### config.mk
export PLATFORM = sky130hd
export DESIGN_NAME = instruction_fetch_unit
export DESIGN_NICKNAME = d
export VERILOG_FILES = /design/src/rtl/instruction_fetch_unit.sv
export SDC_FILE = /design/constraint.sdc
export NUM_CORES = 1
export LEC_CHECK = 0
export ABC_CLOCK_PERIOD_IN_PS = 18800
export CORE_AREA = 2 2 134 136
export CTS_CLUSTER_SIZE = 20
export DETAILED_ROUTE_END_ITERATION = 8
export DIE_AREA = 0 0 136 138
export PLACE_DENSITY = 0.77
export REMOVE_ABC_BUFFERS = 1
export SYNTH_ARGS = -nofsm -noshare
export SYNTH_HDL_FRONTEND = slang
export SYNTH_SLANG_ARGS = --single-unit
### constraint.sdc
create_clock -name clk -period 18.8 [get_ports clk]
set_clock_uncertainty 0.15 [all_clocks]
set_input_delay 4.7 -clock clk [delete_from_list [all_inputs] [get_ports clk]]
set_output_delay 4.7 -clock clk [all_outputs]
set_load 0.02 [all_outputs]
### src/rtl/instruction_fetch_unit.sv
// Instruction fetch unit: drives the ROM word address, captures returned words and buffers
// {pc, instr} pairs for decode. Optional misaligned-redirect trap enabled by FETCH_MISALIGN_TRAP_EN.
module instruction_fetch_unit #(
  parameter logic [31:0] RESET_PC  = 32'h0000_0000,
  parameter int          BUF_DEPTH = 2
) (
  input  logic        clk,
  input  logic        reset,
  output logic [31:0] imem_addr_out,
  input  logic [31:0] imem_instr_in,
  input  logic        redirect_valid_in,
  input  logic [31:0] redirect_pc_in,
  output logic        instr_valid_out,
  output logic [31:0] instr_out,
  output logic [31:0] instr_pc_out,
  output logic        instr_misalign_out,
  input  logic        instr_ready_in
);

  localparam int PW = (BUF_DEPTH > 1) ? $clog2(BUF_DEPTH) : 1;
  localparam int CW = $clog2(BUF_DEPTH + 1);

  logic [31:0]          fetch_pc;
  logic [31:0]          inflight_pc;
  logic                 inflight;
  logic [31:0]          buf_pc    [BUF_DEPTH];
  logic [31:0]          buf_instr [BUF_DEPTH];
  logic [BUF_DEPTH-1:0] buf_mis;
  logic [PW-1:0]        head;
  logic [PW-1:0]        tail;
  logic [CW-1:0]        count;
  logic [CW:0]          occupancy;
  logic                 pop;
  logic                 push;
  logic                 issue;
  logic                 halted;
  logic                 marker_pending;
  logic [31:0]          marker_pc;
  logic [31:0]          push_pc;
  logic [31:0]          push_instr;
  logic                 push_mis;

  function automatic logic [PW-1:0] next_ptr(input logic [PW-1:0] p);
    return (p == PW'(BUF_DEPTH - 1)) ? '0 : p + 1'b1;
  endfunction

`ifdef FETCH_MISALIGN_TRAP_EN
  typedef enum logic {RUN, HALT} fetch_state_t;
  fetch_state_t state, state_next;

  // A misaligned redirect parks the unit in HALT and queues one marker entry for next cycle.
  always_ff @(posedge clk) begin
    if (reset) begin
      state          <= RUN;
      marker_pending <= 1'b0;
      marker_pc      <= '0;
    end else begin
      state          <= state_next;
      marker_pending <= redirect_valid_in && (redirect_pc_in[1:0] != 2'b00);
      marker_pc      <= redirect_pc_in;
    end
  end

  always_comb begin
    state_next = state;
    if (redirect_valid_in)
      state_next = (redirect_pc_in[1:0] != 2'b00) ? HALT : RUN;
  end

  assign halted = (state == HALT);
`else
  logic unused_low_bits;
  assign unused_low_bits = ^redirect_pc_in[1:0];
  assign halted          = 1'b0;
  assign marker_pending  = 1'b0;
  assign marker_pc       = '0;
`endif

  assign pop       = instr_valid_out && instr_ready_in;
  assign occupancy = (CW+1)'(count) - (CW+1)'(pop) + (CW+1)'(inflight);
  assign issue     = !redirect_valid_in && !halted && (occupancy < (CW+1)'(BUF_DEPTH));

  // The marker and a returning word never coincide: HALT blocks issue, so inflight is clear.
  assign push       = inflight || marker_pending;
  assign push_pc    = marker_pending ? marker_pc : inflight_pc;
  assign push_instr = marker_pending ? 32'h0000_0013 : imem_instr_in;
  assign push_mis   = marker_pending;

  always_ff @(posedge clk) begin
    if (reset) begin
      fetch_pc    <= {RESET_PC[31:2], 2'b00};
      inflight    <= 1'b0;
      inflight_pc <= '0;
      head        <= '0;
      tail        <= '0;
      count       <= '0;
      buf_mis     <= '0;
      for (int i = 0; i < BUF_DEPTH; i++) begin
        buf_pc[i]    <= '0;
        buf_instr[i] <= '0;
      end
    end else if (redirect_valid_in) begin
      fetch_pc <= {redirect_pc_in[31:2], 2'b00};
      inflight <= 1'b0;
      head     <= '0;
      tail     <= '0;
      count    <= '0;
    end else begin
      inflight <= issue;
      if (issue) begin
        inflight_pc <= fetch_pc;
        fetch_pc    <= fetch_pc + 32'd4;
      end
      if (push) begin
        buf_pc[tail]    <= push_pc;
        buf_instr[tail] <= push_instr;
        buf_mis[tail]   <= push_mis;
        tail            <= next_ptr(tail);
      end
      if (pop)
        head <= next_ptr(head);
      count <= count + CW'(push) - CW'(pop);
    end
  end

  assign imem_addr_out      = fetch_pc;
  assign instr_valid_out    = (count != '0);
  assign instr_out          = buf_instr[head];
  assign instr_pc_out       = buf_pc[head];
  assign instr_misalign_out = buf_mis[head];

endmodule

==> reports/summary.txt, run 1 <==
TNS Setup: 0 ps
max_slew headroom: 0.3828
clk sink count: 192
largest net degree at the start of global routing: 63
first-pass GRT wire length: 29590 um
P&R area growth vs syn: 28.12%
Pleak: 3.933 nW
WL/cell: 16.67 um
Num CTS Buffers: 17
hold bufs inserted after CTS: 0
largest family of logic cells by synthesized area: simple AND/OR/NAND/NOR gates
CP required: 18930 ps
Synth Area in XOR/XNOR: 0.01230
Max Fclk: 0.1269 GHz
Post-synth top flop: edfxtp_1
flip-flop and latch area: 0.005089 mm^2
Async S/R FF share, synth: 0
post-synthesis adder-cell area fraction: 0.006737
H-tree levels: 4
final setup vio count: 0
run status: completed
initial antenna violation count: 0
ANT nets after route: 0
multi-input logic area: 0.003276 mm^2
Slowest-stage cell, CP: nand3_1
worst setup margin: 10920 ps
crit share post-route: 0.4193
# diodes: 0
post-route cell area: 0.01095 mm^2
share of the synthesized area in the top cell type: 0.4359
worst hold path type: reg -> reg
Reg clk slew, reported paths: 70 ps
post-synthesis mux area share: 0.08421
Yosys warning total: 0
gr ovfl total: 0
Avg Inst Size Synth: 11.62 um^2
Synth Area in Compound Gates: 0.06869
routed via count: 5928
most instantiated cells after synthesis: and2_1 (126), edfxtp_1 (124), nand2_1 (77)
Simple-Gate Fraction of Synth Area: 0.2047
# DRC: 0
Hold Vio Cnt, Final: 0
Area contributors post-synth: edfxtp_1 (44%), dfxtp_1 (16%), and2_1 (9.2%)
clock root buffer: clkbuf_16
core area: 0.01753 mm^2
post-synth cell types: 54
Synth Instances: 735
Max Root-Sink Buffers: 2
peak supply drop: 0.06752 mV
number of global-route vias before repair: 5812
Critical Path End Type: register
full die area: 0.01877 mm^2
FF-to-FF path depth: 11
#FFs+latches synth: 192
I/O Buffers: 159
EDFF count, synth: 124
Post-DP Area: 0.01034 mm^2
# nets final: 950
Routed WL: 18670 um
Die X: 136 um
IO Pins: 166
Fill cells: 1451
worst-path maximum fanout: 17
Worst-Margin Slew: 922.3 ps
GPL Wtd Cong: 0.7920
latest clock arrival within the worst-skew pair: 420 ps
Arr. time, crit path: 8010 ps
die height: 138 um
slowest stage delay, CP: 640 ps
drt via density: 5.293
Initial Utilization: 0.4872
setup bufs post-CTS: 0
Max Cap Violations: 0
Initial DRT Pass Iterations: 5
RSZ-0062 raised after global routing: false
most used cell, CP: ha_1
most frequent cell after synthesis: and2_1
crit start category: input port
Synth Cell Area: 0.008543 mm^2
Setup Crit Path Kind: in -> reg
clock period minus worst slack: 7882 ps
pwr/cell area: 88.54 mW/mm^2
pre-CTS setup slack: 10480 ps
placed insts: 1087
crit-path cells: clkdlybuf4s50_1, and2_1, ha_1, inv_1, ha_1, fa_1, xor2_1, nand3_1, buf_4, nand2_1, a21oi_1
total track usage: 0.2031
Post-DP HPWL: 12220 um
ratio of cells with drive above 1 in the final layout: 0.1291
site row count: 49
sequential fraction of the synthesis area: 0.5952
worst hold stages: 2
fin. max-slew vios: 0
CTS tree: built
DRT iter0 DRCs: 319
cts repair resizes: 0
fin cells: 1120
leading area contributor after synthesis: edfxtp_1
cells in the final DEF, fill, tap and decap left out, types with 9 or more instances in the layout:
master	Yosys	routed
a21oi_1	33	33
nor2_1	28	26
clkbuf_16	0	19
a211oi_1	12	12
dfxtp_1	68	67
a311oi_1	9	9
o21ai_0	12	10
and2_1	126	126
nand3_1	13	13
edfxtp_1	124	124
mux2_2	63	63
clkdlybuf4s50_1	0	158
inv_1	9	9
buf_4	4	9
nand4_1	11	11
nand2_1	77	77
registers in the layout, indices dropped and copies added, names as in the netlist, named ones only:
signal,cells
imem_addr_out,30
tail,1
inflight_pc,30
buf_instr,64
inflight,1
head,1
buf_pc,60
buf_mis,2
count,2
cell type report:
class	count	share of cell area
tap	229	0.02618
clock buffer	22	0.04538
multi-input combinational	489	0.2993
inverter	9	0.003086
timing repair buffer	169	0.1516
sequential	192	0.4649
clock inverter	10	0.009602
worst paths after layout:
check        slack [ps]           start              end
max               10920  instr_ready_in  inflight_pc[17]
min                 280      buf_mis[1]       buf_mis[1]
max reg2reg       14880        count[1]  inflight_pc[17]
min reg2reg         280      buf_mis[1]       buf_mis[1]
through the flow:
stage	util	hold WS, ps	power, W
final	0.6242	280.9	0.0009691
after global routing	0.6242	310.3	0.001006
after CTS	0.6239	281.0	0.0009763
after detailed placement	0.5896	270.9	0.0006189
after global placement	0.5896	269.0	0.0006167
after floorplan	-	258.4	0.0005556
layer usage:
layer | vias to the layer above | track usage | share of wire
met1 | 2819 | 0.2513 | 0.42
met4 | 0 | 0.08279 | 0.025
met5 | - | 0 | 0
met2 | 156 | 0.3481 | 0.51
li1 | 2915 | - | -
met3 | 38 | 0.03740 | 0.050
worst max-delay path, delay by kind of cell:
family / cells / cell delay, ps
compound gates: 1 / 60
xor+xnor: 1 / 610
fa+ha+maj: 3 / 880
buf+inv: 3 / 860
simple gates: 3 / 900
logic make-up after synthesis:
kind of cell / count (synthesis)
and+or+nand+nor: 316
other: 1
AOI/OAI and AO/OA: 89
xor gates and xnor gates: 12
adders and majority gates: 4
DFF: 192
muxes: 64
buffers and inverters: 57
power breakdown:
part           leakage (nW)  internal (W)  switching, W
logic                  1.79     0.0000567     0.0000647
clock network         0.299      0.000214      0.000146
registers              1.85      0.000471     0.0000163
Note: power is estimated with default switching activity, not from simulation.
==> run 2: changes to the inputs <==
--- a/config.mk
+++ b/config.mk
@@ -5,7 +5,7 @@
 export SDC_FILE = /design/constraint.sdc
 export NUM_CORES = 1
 export LEC_CHECK = 0
-export ABC_CLOCK_PERIOD_IN_PS = 18800
+export ABC_CLOCK_PERIOD_IN_PS = 7500
 export CORE_AREA = 2 2 134 136
 export CTS_CLUSTER_SIZE = 20
 export DETAILED_ROUTE_END_ITERATION = 8
==> constraint.sdc (replaced) <==
create_clock -name clk -period 7.5 [get_ports clk]
set_clock_uncertainty 0.15 [all_clocks]
set_input_delay 1.875 -clock clk [delete_from_list [all_inputs] [get_ports clk]]
set_output_delay 1.875 -clock clk [all_outputs]
set_load 0.02 [all_outputs]
==> run 2 against run 1 <==
Global-route usage up 0.081 points. Sequential power increased to 2.5 times the previous value. First-iteration DRC count is 4.7% higher. Sequential share of layout area is 0.34 points higher. Utilization decreased by 0.46 points. Combinational power rose to 2.5 times the previous value. Flip-flop and latch count is the same. Worst hold slack better by 4.5 ps. Die area stayed put. Register-to-register slack got worse by 11000 ps. Clock power is 130% higher. Via count is 0.34% higher.
==> reports/summary.txt, run 2 (synthesis results as in run 1) <==
latest clock arrival within the worst-skew pair: 420 ps (about the same)
clock root buffer: clkbuf_16
largest net degree at the start of global routing: 64 (+1.6%)
ANT nets after route: 0 (unchanged)
Reg clk slew, reported paths: 70 ps (about the same)
Hold Slack: 285.4 ps (+4.481 ps)
flip-flop and latch area: 0.005089 mm^2 (unchanged)
Hold Vio Cnt, Final: 0 (unchanged)
initial antenna violation count: 0 (unchanged)
FF-to-FF path depth: 10 (-1)
number of global-route vias before repair: 5811 (-0.017%)
gr ovfl total: 0 (unchanged)
die height: 138 um (unchanged)
fin. max-slew vios: 0 (unchanged)
cts repair resizes: 0 (unchanged)
peak supply drop: 0.1678 mV (+150%)
Max Cap Violations: 0 (unchanged)
Setup Crit Path Kind: in -> reg
worst-path maximum fanout: 9 (-8)
Die X: 136 um (unchanged)
biggest regs: buf_instr x64, buf_pc x60
Max Fclk: 0.1940 GHz
Routed WL: 18910 um (+1.3%)
ratio of cells with drive above 1 in the final layout: 0.1260 (-0.003084)
Post-DP HPWL: 11760 um (-3.8%)
CP required: 7650 ps (-11280 ps)
Comb pwr share: 0.130 (+0.005)
# nets final: 949 (-0.11%)
WL/cell: 16.92 um (+1.5%)
routed via count: 5948 (+0.34%)
CTS tree: built
Fill cells: 1445 (-0.41%)
multi-input logic area: 0.003276 mm^2 (unchanged)
Initial DRT Pass Iterations: 4 (-1)
worst hold path type: reg -> reg
max_slew headroom: 0.1426 (-0.2402)
most common cell after layout, fill and taps aside: clkdlybuf4s50_1
P&R area growth vs syn: 27.18%
crit start category: input port
clk sink count: 192 (unchanged)
Post-DP Area: 0.01034 mm^2 (unchanged)
Worst-Margin Slew: 1274 ps (+352.0 ps)
GPL Wtd Cong: 0.7776 (-1.8%)
H-tree levels: 4 (unchanged)
Critical Path End Type: register
largest reg by FF count: buf_instr
total track usage: 0.2039 (+0.0008103)
fin util: 0.6197 (-0.004567)
full die area: 0.01877 mm^2 (unchanged)
run status: completed
worst hold stages: 2 (unchanged)
hold bufs inserted after CTS: 0 (unchanged)
first-pass GRT wire length: 29900 um (+1.0%)
site row count: 49 (unchanged)
# diodes: 0 (unchanged)
drt via density: 5.320 (+0.52%)
IO Pins: 166 (unchanged)
most frequent cells in the layout: clkdlybuf4s50_1 (158), and2_1 (126), edfxtp_1 (124)
Sw Share: 0.2449 (+0.01055)
core area: 0.01753 mm^2 (unchanged)
max reg flops: 64 (unchanged)
pwr/cell area: 216.1 mW/mm^2 (+140%)
setup bufs post-CTS: 0 (unchanged)
DRT iter0 DRCs: 334 (+4.7%)
placed insts: 1087 (unchanged)
Arr. time, crit path: 5310 ps (-2700 ps)
Initial Utilization: 0.4872 (unchanged)
I/O Buffers: 159 (unchanged)
Net Switching: 0.0005749 W (+150%)
# DRC: 0 (unchanged)
fin cells: 1118 (-0.18%)
TNS Setup: 0 ps (unchanged)
Pleak: 3.884 nW (-1.3%)
Num CTS Buffers: 17 (unchanged)
Reg power frac: 0.521 (+0.018)
final setup vio count: 0 (unchanged)
RSZ-0062 raised after global routing: false
Max Root-Sink Buffers: 2 (unchanged)
clock period minus worst slack: 5155 ps
crit share post-route: 0.6873
Internal Power: 0.001773 W (+140%)
post-route cell area: 0.01087 mm^2 (-0.73%)
clock share of power: 0.349 (-0.023)
run 2: cell types whose count changed in the layout (fill, tap and decap cells not counted), sizes merged:
cell | before | now
clkbuf | 22 | 18
clkinvlp | 0 | 2
clkinv | 7 | 9
buf | 11 | 10
bufinv | 2 | 1
run 2: critical path, stage by stage:
cell	delay, ps
clkdlybuf4s50_1	400
and2_1	160
ha_1	270
inv_1	40
ha_1	180
fa_1	420
xnor2_1	300
nor4_1	1120
a21oi_1	160
or3_1	380
run 2: worst paths after layout:
kind	start	to	slack (ps)
hold reg to reg	buf_mis[1]	buf_mis[1]	290
hold / removal	buf_mis[1]	buf_mis[1]	290
setup / recovery	instr_ready_in	imem_addr_out[30]	2350
setup reg to reg	count[1]	imem_addr_out[30]	3500
run 2: through the flow:
step	total power, W	setup WS, ps
2_1_floorplan	0.001393	477.1
3_5_place_dp	0.001553	1929
4_1_cts	0.002364	2383
3_3_place_gp	0.001546	2025
6_report	0.002348	2345
5_1_grt	0.002435	2161
run 2: cell type report:
class,count,share of cell area
well taps,229,0.02637
flip-flops and latches,192,0.4683
clock buffers,18,0.03950
multi-input cells,489,0.3015
inverters,9,0.003109
clock inverters,13,0.008982
repair buffers,168,0.1522
run 2: power groups by stage:
stage / Combinational (W) / Sequential, W / Clock (W)
6_report: 0.000305 / 0.00122 / 0.000820
2_1_floorplan: 0.000140 / 0.00125 / 0
3_5_place_dp: 0.000308 / 0.00125 / 0
5_1_grt: 0.000327 / 0.00123 / 0.000878
3_3_place_gp: 0.000304 / 0.00124 / 0
4_1_cts: 0.000309 / 0.00122 / 0.000832
run 2: routing by layer:
metal,part of all wire,track usage
met2,0.49,0.3430
met5,0,0
met4,0.020,0.07895
met1,0.44,0.2626
met3,0.050,0.03374
==> run 3: changes to the inputs <==
--- a/config.mk
+++ b/config.mk
@@ -5,12 +5,12 @@
 export SDC_FILE = /design/constraint.sdc
 export NUM_CORES = 1
 export LEC_CHECK = 0
-export ABC_CLOCK_PERIOD_IN_PS = 7500
-export CORE_AREA = 2 2 134 136
+export ABC_CLOCK_PERIOD_IN_PS = 4200
+export CORE_AREA = 2 2 138 140
 export CTS_CLUSTER_SIZE = 20
 export DETAILED_ROUTE_END_ITERATION = 8
-export DIE_AREA = 0 0 136 138
-export PLACE_DENSITY = 0.77
+export DIE_AREA = 0 0 140 142
+export PLACE_DENSITY = 0.76
 export REMOVE_ABC_BUFFERS = 1
 export SYNTH_ARGS = -nofsm -noshare
 export SYNTH_HDL_FRONTEND = slang
==> constraint.sdc (replaced) <==
create_clock -name clk -period 4.2 [get_ports clk]
set_clock_uncertainty 0.15 [all_clocks]
set_input_delay 1.05 -clock clk [delete_from_list [all_inputs] [get_ports clk]]
set_output_delay 1.05 -clock clk [all_outputs]
set_load 0.02 [all_outputs]
==> run 3 against run 2 <==
The flow now finishes with violations (design-rule violations). Total power increased by 82%. Combinational power increased by 88%. Sequential power increased by 79%. Flip-flop and latch count unchanged. First-iteration DRC count increased by 42%. Worst hold slack about the same. Die area increased by 5.9%. Worst setup slack got worse by 1900 ps. Via count increased by 2.1%. Critical path type unchanged. Critical endpoint is now imem_addr_out[17]. Highest routed layer unchanged.
==> reports/summary.txt, run 3 (synthesis results as in run 1) <==
Max Root-Sink Buffers: 2 (unchanged)
total power: 0.004279 W (+82%)
max_slew headroom: 0.5198 (+0.3772)
initial antenna violation count: 0 (unchanged)
P&R area growth vs syn: 29.26%
clock root buffer: clkbuf_16
Reg clk slew, reported paths: 70 ps (about the same)
CTS tree: built
most common cell after layout, fill and taps aside: clkdlybuf4s50_1
H-tree levels: 4 (unchanged)
ratio of cells with drive above 1 in the final layout: 0.1416 (+0.01561)
Slowest-stage cell, CP: fa_1
pwr/cell area: 387.4 mW/mm^2 (+79%)
Worst-Margin Slew: 713.7 ps (-560.6 ps)
setup bufs post-CTS: 0 (unchanged)
routed via count: 6072 (+2.1%)
largest net degree at the start of global routing: 57 (-11%)
gr ovfl total: 0 (unchanged)
Num CTS Buffers: 17 (unchanged)
full die area: 0.01988 mm^2 (+5.9%)
most frequent cells in the layout: clkdlybuf4s50_1 (158), and2_1 (126), edfxtp_1 (124)
hold bufs inserted after CTS: 0 (unchanged)
Pleak: 3.973 nW (+2.3%)
die height: 142 um (+2.9%)
Initial Utilization: 0.4629 (-0.02431)
Post-DP HPWL: 12830 um (+9.1%)
crit start category: input port
crit-path cells: clkdlybuf4s50_1, and2_1, ha_1, inv_1, ha_1, fa_1, and3b_1, nand2_1, or3_2, a311oi_1
Max Fclk: 0.2653 GHz
slowest stage delay, CP: 500 ps (-620 ps)
WL/cell: 17.60 um (+4.1%)
fin. max-slew vios: 0 (unchanged)
cts repair resizes: 0 (unchanged)
Initial DRT Pass Iterations: 7 (+3)
peak supply drop: 0.2864 mV (+71%)
# DRC: 13 (+13)
Setup Crit Path Kind: in -> reg
Fill cells: 1523 (+5.4%)
biggest regs: buf_instr x64, buf_pc x60
worst hold path type: reg -> reg
DRT iter0 DRCs: 474 (+42%)
largest reg by FF count: buf_instr
drt via density: 5.336 (+0.29%)
# diodes: 0 (unchanged)
Routed WL: 20030 um (+5.9%)
crit share post-route: 0.8974
run status: finished, violations left
IO Pins: 166 (unchanged)
Hold Vio Cnt, Final: 0 (unchanged)
GPL Wtd Cong: 0.8864 (+14%)
total track usage: 0.2029 (-0.001005)
multi-input logic area: 0.003276 mm^2 (unchanged)
clock period minus worst slack: 3769 ps
Hold Slack: 285.0 ps (-0.4130 ps)
site row count: 50 (+2.0%)
clk sink count: 192 (unchanged)
worst-path maximum fanout: 10 (+1)
flip-flop and latch area: 0.005089 mm^2 (unchanged)
RSZ-0062 raised after global routing: false
failing checks: design-rule violations
core area: 0.01846 mm^2 (+5.3%)
CP required: 4370 ps (-3280 ps)
latest clock arrival within the worst-skew pair: 420 ps (about the same)
number of global-route vias before repair: 5969 (+2.7%)
most used cell, CP: ha_1
Arr. time, crit path: 3940 ps (-1370 ps)
Critical Path End Type: register
first-pass GRT wire length: 31310 um (+4.7%)
max reg flops: 64 (unchanged)
final setup vio count: 0 (unchanged)
ANT nets after route: 0 (unchanged)
Die X: 140 um (+2.9%)
Max Cap Violations: 0 (unchanged)
I/O Buffers: 159 (unchanged)
# nets final: 963 (+1.5%)
run 3: cell types whose count changed in the layout (fill, tap and decap cells not counted):
cell / delta
buf_12: +3
buf_4: +11
clkbuf_1: +3
clkbuf_8: +2
clkinv_1: -4
clkinv_2: -2
clkinv_4: +1
clkinvlp_4: +2
inv_6: -1
run 3: layer usage:
layer	GRT usage	vias up	share of wire
met5	0	-	0
met4	0.05954	0	0.016
met3	0.04206	26	0.059
met2	0.3529	200	0.50
met1	0.2579	2890	0.43
li1	-	2956	-
run 3: area by class of cell:
class                   count  area share
flip-flops and latches    192      0.4608
multi-input cells         489      0.2966
repair buffers            182      0.1627
clock buffers              23     0.04237
well taps                 234     0.02651
clock inverters             9    0.007931
inverters                   9    0.003059
run 3: critical path: cells and delay by family:
family                   cells  cell delay [ps]
AO/OA/AOI/OAI                1              290
buffers and inverters        2              440
AND/OR/NAND/NOR              4             1190
adder cells (fa/ha/maj)      3              970
run 3: through the flow:
step,instances,setup WS [ps],util,setup TNS [ps],instance area [um^2]
finish,1138,430.9,0.5984,0,11040
global route,1138,285.0,0.5984,0,11040
CTS,1138,478.8,0.5984,0,11040
detailed placement,1106,24.75,0.5683,0,10490
global placement,1106,110.7,0.5683,0,10490
floorplan,690,-1998,-,-257640,8352
run 3: power by group:
group          switching [W]  leakage, nW  total [W]  internal (W)
Clock               0.000675        0.259    0.00152      0.000849
Combinational       0.000301         1.87   0.000573      0.000272
Sequential         0.0000744         1.85    0.00218       0.00211
run 3: final timing paths:
kind,startpoint,to,slack [ps],depth (start not counted)
worst max-delay path,instr_ready_in,imem_addr_out[17],430,10
worst min-delay path,buf_mis[1],buf_mis[1],280,2
worst max register to register,count[1],imem_addr_out[17],760,10
worst min register to register,buf_mis[1],buf_mis[1],280,2
